--- config.mk ---
export PLATFORM = sky130hd
export DESIGN_NAME = rare_term_monitor
export DESIGN_NICKNAME = d
export VERILOG_FILES = /design/src/rtl/rtm_pkg.sv /design/src/rtl/rtm_channel.sv /design/src/rtl/rare_term_monitor.sv
export SDC_FILE = /design/constraint.sdc
export NUM_CORES = 1
export LEC_CHECK = 0
export BUFFER_PORTS_ARGS = -buffer_cell sky130_fd_sc_hd__buf_4
export CAP_MARGIN = 15
export CORE_MARGIN = 2
export CORE_UTILIZATION = 51
export DETAILED_ROUTE_END_ITERATION = 8
export HOLD_SLACK_MARGIN = 0.05
export PLACE_DENSITY = 0.78
export SYNTH_ARGS = -nofsm -noshare
export SYNTH_HDL_FRONTEND = slang
export SYNTH_SLANG_ARGS = --single-unit
--- constraint.sdc ---
create_clock -name mon_clk -period 1.41 [get_ports mon_clk]
set_input_delay 0.141 -clock mon_clk [delete_from_list [all_inputs] [get_ports mon_clk]]
set_output_delay 0.141 -clock mon_clk [all_outputs]
set_load 0.005 [all_outputs]
--- src/rtl/rtm_pkg.sv ---
// rtl/rtm_pkg.sv - shared constants and helpers for the rare-term monitor
package rtm_pkg;

   localparam logic MODE_CONSEC = 1'b0;
   localparam logic MODE_CUMUL  = 1'b1;

   // Counter width just wide enough to hold the alarm threshold
   function automatic int rtm_cnt_w(input int thresh);
      return $clog2(thresh + 1);
   endfunction

endpackage

--- src/rtl/rtm_channel.sv ---
// rtl/rtm_channel.sv - one monitor channel: input pipeline, masked match, counter, alarm
module rtm_channel
   import rtm_pkg::*;
#(
   parameter int WIDTH  = 3,
   parameter int STAGES = 1,
   parameter int THRESH = 4,
   parameter int CNT_W  = 3
) (
   input  logic             clk,
   input  logic             rst,
   input  logic [WIDTH-1:0] din,
   input  logic [WIDTH-1:0] match_val,
   input  logic [WIDTH-1:0] care_mask,
   input  logic             mode,
   input  logic             clr,
   output logic             hit,
   output logic [CNT_W-1:0] cnt,
   output logic             alarm
);

   localparam logic [CNT_W-1:0] CNT_MAX  = '1;
   localparam logic [CNT_W-1:0] THRESH_C = CNT_W'(THRESH);

   logic [WIDTH-1:0] pipe [STAGES];
   logic             m;
   logic [CNT_W-1:0] cnt_nxt;

   // Input delay line; the last stage feeds the comparator
   always_ff @(posedge clk) begin
      if (rst) begin
         for (int i = 0; i < STAGES; i++) pipe[i] <= '0;
      end else begin
         pipe[0] <= din;
         for (int i = 1; i < STAGES; i++) pipe[i] <= pipe[i-1];
      end
   end

   // Masked compare and next count; an all-zero mask disables matching entirely
   always_comb begin
      m       = (|care_mask) && (((pipe[STAGES-1] ^ match_val) & care_mask) == '0);
      cnt_nxt = cnt;
      if (m) begin
         cnt_nxt = (cnt == CNT_MAX) ? cnt : cnt + 1'b1;
      end else if (mode == MODE_CONSEC) begin
         cnt_nxt = '0;
      end
   end

   // Hit, counter and sticky alarm share one edge so hit and cnt stay aligned; clr spares hit
   always_ff @(posedge clk) begin
      if (rst) begin
         hit   <= 1'b0;
         cnt   <= '0;
         alarm <= 1'b0;
      end else begin
         hit <= m;
         if (clr) begin
            cnt   <= '0;
            alarm <= 1'b0;
         end else begin
            cnt <= cnt_nxt;
            if (cnt_nxt >= THRESH_C) alarm <= 1'b1;
         end
      end
   end

endmodule

--- src/rtl/rare_term_monitor.sv ---
// rtl/rare_term_monitor.sv - multi-channel rare-event monitor top
module rare_term_monitor
   import rtm_pkg::*;
#(
   parameter  int WIDTH    = 3,
   parameter  int CHANNELS = 4,
   parameter  int STAGES   = 1,
   parameter  int THRESH   = 4,
   localparam int CNT_W    = rtm_cnt_w(THRESH)
) (
   input  logic                      mon_clk,
   input  logic                      mon_rst,
   input  logic [CHANNELS*WIDTH-1:0] in_vec,
   input  logic [WIDTH-1:0]          match_val,
   input  logic [WIDTH-1:0]          care_mask,
   input  logic                      mode,
   input  logic                      clr,
   output logic [CHANNELS-1:0]       hit,
   output logic [CHANNELS*CNT_W-1:0] cnt_flat,
   output logic [CHANNELS-1:0]       alarm,
   output logic                      alarm_any,
   output logic                      alarm_irq
);

   if (THRESH < 1) begin : g_bad_thresh
      $error("rare_term_monitor: THRESH must be at least 1");
   end

   logic [CHANNELS-1:0] alarm_q;

   for (genvar c = 0; c < CHANNELS; c++) begin : g_ch
      rtm_channel #(
         .WIDTH  (WIDTH),
         .STAGES (STAGES),
         .THRESH (THRESH),
         .CNT_W  (CNT_W)
      ) u_ch (
         .clk       (mon_clk),
         .rst       (mon_rst),
         .din       (in_vec[c*WIDTH +: WIDTH]),
         .match_val (match_val),
         .care_mask (care_mask),
         .mode      (mode),
         .clr       (clr),
         .hit       (hit[c]),
         .cnt       (cnt_flat[c*CNT_W +: CNT_W]),
         .alarm     (alarm[c])
      );
   end

   // Delayed alarm copy so a newly set bit is visible for exactly one cycle
   always_ff @(posedge mon_clk) begin
      if (mon_rst) alarm_q <= '0;
      else         alarm_q <= alarm;
   end

   assign alarm_any = |alarm;
   assign alarm_irq = |(alarm & ~alarm_q);

endmodule

==> flow_summary.yaml, run 1 <==
status:
  outcome: "finished, final reports clean"
floorplanning:
  die_w_um: 60.63
  pin_count: 44
  die_h_um: 60.63
  start_util_pct: 53.57
  design.core.area_mm2: 0.003053
  core.rowCount: 20
  die_area_mm2: 0.003675
hold_path:
  hp-class: "input port to flop"
  holdCritStartpoint: "mode"
detailed_routing:
  routedWlPerCell_um: 13.14
  drc: 0
  vias: 1456
  drtIter0Drc: 51
  drt_pre_antenna_iters: 4
  vias_per_cell: 5.275
  final_antenna_net_count: 0
  wirelength_um: 3628
global_route:
  grt_max_degree: 21
  track_usage_pct: 22.59
  antenna_found_initial: 0
  grt_pass1_vias: 1469
  overflow: 0
  grt_pass1_wl_um: 6078
clock_network:
  clkTransAtPathRegs_ps: 110
  cts_buffers: 5
  worstSkewPairLatency_ps: 350
  cts-root-buf: "clkbuf_4"
  cts_tree: "done"
  htreeDepth: 2
  cts_buffer_depth: 2
  cts_sinks: 36
synthesis:
  syn-num-nets: 203
  synth_common_cells: "dfxtp_1 (36), nor2b_1 (13), xor2_1 (12)"
  synthFlopType: "dfxtp_1"
  yosys.area.top_type: "dfxtp_1"
  netlist_area_mm2: 0.001635
  synth_cells: 177
  yosys.cell_types.count: 32
  synth_most_common_cell: "dfxtp_1"
  seq_area_frac_synth_pct: 44.07
  ys_async_sr_fraction_pct: 0
  synth_top_area_share_pct: 44.07
  ys_ff_latch: 36
  ys.warnings.count: 0
  synth_edf_count: 0
  synth.area.top_cells: "dfxtp_1 (44%), xor2_1 (6.4%), nor2b_1 (5.0%)"
  postSynthAreaPerCell_um2: 9.239
layout:
  multiInputGateArea_um2: 817.0
  diodes: 0
  layout-drive-gt1-share_pct: 32.76
  fillers: 237
  finalNetCount: 257
  fin_area_mm2: 0.002205
  regArea_um2: 728.2
  synthToLayoutAreaGrowth_pct: 34.81
placement:
  dp_slack_ps: 91.55
  globalplace.congestion: 0.7861
  numPortBuffers: 43
  dpl-instance-area_mm2: 0.001948
  dp_hpwl_um: 2641
sta:
  drv_slew: 0
  maxClockFrequency_mhz: 743.2
  post-route-period-util_pct: 95.43
  setup_viol: 0
  hold_viol: 0
  rsz0062_at_grt: "yes"
  min_period_ps: 1346
  finalSetupTns_ps: 0
  setup_ws_ps: 64.41
  fin_skew_ps: 14.97
  worstMarginPinSlew_ps: 490.0
  max_slew_margin_pct: 67.34
power:
  power.density_mw_per_mm2: 985.6
  finalPower_mw: 2.173
  p_leak_nw: 0.9875
  ir_drop_mv: 0.7929
critical_path:
  worstSetupPathType: "flop to primary output"
  cp.required_ps: 1270
  crit_fanout: 4
  crit_start: "g_ch[1].u_ch.alarm$_SDFFE_PP0P_"
  timing.rr.start: "g_ch[0].u_ch.cnt[0]$_SDFF_PP0_"
  critPathLaunchType: "flop"
  cp.arrival_ps: 1200
  setup.worst_path.end_class: "primary output"
run:
  max-cap-violations: 0
## path summary, 6_finish.rpt
path	endpoint	slack (ps)	depth (start not counted)
hold / removal	g_ch[3].u_ch.cnt[0]$_SDFF_PP0_	120	3
setup reg to reg	g_ch[0].u_ch.cnt[0]$_SDFF_PP0_	80	5
hold reg to reg	alarm_q[0]$_SDFF_PP0_	480	2
setup / recovery	alarm_irq	60	4
## final cells by class
type / count / share of cell area, %
clock buffers: 7 / 2.951
clock inverters: 1 / 1.362
inverters: 5 / 0.8513
multi-input cells: 122 / 37.06
flip-flops and latches: 36 / 33.03
well taps: 44 / 2.497
repair buffers: 61 / 22.25
## stage by stage
| step | cells | hold WS, ps | util, % |
|---|---|---|---|
| after floorplan | 177 | 269.2 | - |
| after global placement | 253 | 351.2 | 63.81 |
| after detailed placement | 253 | 357.2 | 63.81 |
| after CTS | 275 | 123.8 | 71.52 |
| after global routing | 276 | 105.6 | 72.21 |
| final | 276 | 119.9 | 72.21 |
## layer usage
| layer | share of wire [%] | track usage (%) | up-vias |
|---|---|---|---|
| met4 | 1.5 | 8.696 | 0 |
| met1 | 40 | 22.66 | 676 |
| met3 | 4.9 | 8.529 | 7 |
| met2 | 54 | 41.94 | 48 |
| met5 | 0 | 0 | - |
| li1 | - | - | 725 |
## cells in the final DEF (no fill, tap or decap), types with 4 or more instances in the layout
master and n:
and2_1 8, dlygate4sd3_1 13, xor2_1 12, nor3b_1 4, dfxtp_1 30, o211ai_1 8
nand3_1 8, inv_2 4, nor2b_1 13, ha_1 4, nor2_1 11, dfxtp_2 6
nor3_1 6, o21ai_1 12, buf_4 48, and3_1 8, clkbuf_4 5
## cells by family (layout without fill, tap and decap cells)
logic type	Yosys count	count (layout)	synth area share [%]
adders and majority gates	4	4	3.061
AOI/OAI and AO/OA	38	38	16.68
DFF	36	36	44.07
and+or+nand+nor	68	68	23.26
buffers and inverters	19	74	6.503
xor gates and xnor gates	12	12	6.427
## critical path, stage by stage, from the launching register on
cell and delay, ps:
dfxtp_2 350, inv_2 80, o22ai_1 90, or2_4 220, buf_4 130
## repair_timing
item | in CTS | in global routing
hold buffers | 13 | 0
setup endpoints to repair | 1 | 5
setup buffers | 1 | 1
hold endpoints to repair | 20 | 0
gates resized for setup | 6 | 8
cloned | 0 | 0
## power by group
| part | total (mW) | internal [mW] | switching [mW] | leakage (nW) |
|---|---|---|---|---|
| Combinational | 0.289 | 0.149 | 0.139 | 0.639 |
| Clock | 0.814 | 0.471 | 0.343 | 0.0515 |
| Sequential | 1.07 | 1.05 | 0.0187 | 0.297 |
Note: power is estimated with default switching activity, not from simulation.
==> run 2: changes to the inputs <==
--- a/config.mk
+++ b/config.mk
@@ -14,4 +14,5 @@
 export PLACE_DENSITY = 0.78
 export SYNTH_ARGS = -nofsm -noshare
 export SYNTH_HDL_FRONTEND = slang
+export SYNTH_HIERARCHICAL = 1
 export SYNTH_SLANG_ARGS = --single-unit
==> run 2 against run 1 <==
Against the previous run:
- the flow now finishes with violations (setup timing)
- power is 12% lower
- sequential share of layout area decreased by 1.3 points
- setup slack worse by 130 ps
- first-iteration DRC count increased by 65%
- utilization grew 4.3 points
- clock-buffer cell count is 1 lower
- final cell count rose by 1.4%
- largest power group unchanged
==> flow_summary.yaml, run 2 <==
detailed_routing:
  routedWlPerCell_um: 14.13
  vias_per_cell: 5.386
  vias: 1508
  final_antenna_net_count: 0
  drc: 0
  wirelength_um: 3957
  drtIter0Drc: 84
  drt_pre_antenna_iters: 4
floorplanning:
  pin_count: 44
  design.core.area_mm2: 0.003028
  die_w_um: 60.17
  start_util_pct: 53.14
  die_h_um: 60.17
  core.rowCount: 20
  die_area_mm2: 0.003620
layout:
  multiInputGateArea_um2: 908.4
  mostFrequentLayoutCell: "buf_4"
  synthToLayoutAreaGrowth_pct: 43.93
  finalNetCount: 262
  diodes: 0
  fillers: 214
  layout.cells.non_filler: 280
  layout-drive-gt1-share_pct: 37.29
  regArea_um2: 735.7
  final_cell_mix: "buf_4 (54), dfxtp_1 (26), nor2b_1 (15)"
synthesis:
  netlist_area_mm2: 0.001609
  synthFlopType: "dfxtp_1"
  synth.area.top_cells: "dfxtp_1 (45%), xor2_1 (6.5%), nor2b_1 (5.8%)"
  postSynthAreaPerCell_um2: 9.932
  yosys.cell_types.count: 24
  yosys.area.top_type: "dfxtp_1"
  seq_area_frac_synth_pct: 44.79
  synth_most_common_cell: "dfxtp_1"
  ys.warnings.count: 6
  synth_top_area_share_pct: 44.79
  ys_async_sr_fraction_pct: 0
  synth_cells: 162
  ys_ff_latch: 36
  synth_common_cells: "dfxtp_1 (36), nor2b_1 (15), xor2_1 (12)"
  synth_edf_count: 0
  syn-num-nets: 188
power:
  ir_drop_mv: 0.6568
  finalPower_mw: 1.903
  power.density_mw_per_mm2: 821.7
  p_leak_nw: 1.177
global_route:
  grt_max_degree: 17
  track_usage_pct: 24.16
  overflow: 0
  grt_pass1_wl_um: 6396
  grt_pass1_vias: 1456
  antenna_found_initial: 0
clock_network:
  clkTransAtPathRegs_ps: 100
  cts-root-buf: "clkbuf_4"
  cts_tree: "done"
  cts_buffer_depth: 2
  cts_buffers: 5
  htreeDepth: 2
  worstSkewPairLatency_ps: 340
  cts_sinks: 36
status:
  outcome: "finished with violations"
  violations: "setup timing"
critical_path:
  slowest_delay_ps: 500
  crit_fanout: 2
  critical_path_buf_inv_count: 1
  ff2ff_path_depth: 5
  crit_slowest_cell: "or4_4"
  cp.arrival_ps: 1330
  worstSetupPathType: "flop to primary output"
  worst-r2r-setup-slack_ps: 50
  cp.required_ps: 1270
  critPathLaunchType: "flop"
  timing.rr.start: "g_ch[3].u_ch/cnt[0]$_SDFF_PP0_"
  setup.worst_path.end_class: "primary output"
  cp_top_family: "simple AND/OR/NAND/NOR gates"
  worstPathCellList: "or4_4 -> buf_6"
sta:
  setup_ws_ps: -62.38
  fin_skew_ps: 10.95
  setup_viol: 2
  drv_slew: 0
  maxClockFrequency_mhz: 679.2
  min_period_ps: 1472
  post-route-period-util_pct: 104.4
  max_slew_margin_pct: 81.19
  worstMarginPinSlew_ps: 279.6
  rsz0062_at_grt: "yes"
  hold_viol: 0
hold_path:
  hp-class: "input port to flop"
  holdPathEnd: "alarm_q[3]$_SDFF_PP0_"
  hold_path_depth: 2
  holdCritStartpoint: "mon_rst"
placement:
  dp_hpwl_um: 2599
  numPortBuffers: 43
  globalplace.congestion: 0.7995
  dp.cells: 259
run:
  max-cap-violations: 0
-- run 2: cell types whose count changed after synthesis, sizes merged, moves of 5 or more --
cell and delta:
o21ai -12, buf -10, a41o +8, nand3 -8, o211a +8, o211ai -8
and2 -5
-- run 2: cell families (layout without fill, tap and decap cells) --
family	count (synthesis)	after routing	share of synthesized area, %
AOI/OAI and AO/OA	37	37	20.14
buffers and inverters	9	83	2.099
adders and majority gates	4	4	3.111
and+or+nand+nor	64	64	23.33
xor gates and xnor gates	12	12	6.532
DFF	36	36	44.79
-- run 2: how the worst max path moves through the flow --
stage | startpoint | end | slack (ps) | cells past startpoint
CTS | g_ch[1].u_ch/alarm$_SDFFE_PP0P_ | alarm_any | -70 | 2
finish | g_ch[1].u_ch/alarm$_SDFFE_PP0P_ | alarm_any | -60 | 2
global placement | g_ch[1].u_ch/cnt[0]$_SDFF_PP0_ | flop | 60 | 5
global route | g_ch[1].u_ch/alarm$_SDFFE_PP0P_ | alarm_any | -100 | 2
detailed placement | g_ch[3].u_ch/cnt[0]$_SDFF_PP0_ | flop | 30 | 5
floorplan | g_ch[0].u_ch/cnt[0]$_SDFF_PP0_ | flop | 30 | 5
-- run 2: repair_timing --
action                                  4_1_cts  5_1_grt
pin swaps                                     0        0
hold buffers                                 12        0
setup buffers                                 1        1
resized for setup                             6       15
endpoints found under the setup margin        2        8
endpoints found under the hold margin        12        0
-- run 2: power by group --
group	switching, mW	internal (mW)	total [mW]	leakage [nW]
clock network	0.328	0.184	0.511	0.0281
logic	0.156	0.162	0.318	0.849
registers	0.0202	1.05	1.07	0.300
-- run 2: metrics by stage --
stage	cell area (um^2)	utilization, %	setup slack (ps)	hold slack (ps)	setup TNS [ps]
after detailed placement	2062	68.10	25.34	355.7	0
after global placement	2062	68.10	59.99	351.3	0
after floorplan	1609	-	32.21	207.7	0
final	2316	76.49	-62.38	103.6	-84.46
after global routing	2316	76.49	-102.2	102.9	-176.1
after CTS	2251	74.34	-74.17	90.99	-77.15
-- run 2: layer usage --
metal  GRT usage [%]  wire length, um  share of wire, %
met1           26.64             1680                42
met2           43.32             2031                51
met3           7.576              190               4.8
met4           8.254               55               1.4
met5               0                0                 0
-- run 2: cell type report --
cell class / instances / area share [%]
clock buffers: 6 / 1.783
inverters: 9 / 1.459
well taps: 44 / 2.377
flip-flops and latches: 36 / 31.77
repair buffers: 67 / 23.18
clock inverters: 1 / 0.2161
multi-input cells: 117 / 39.22
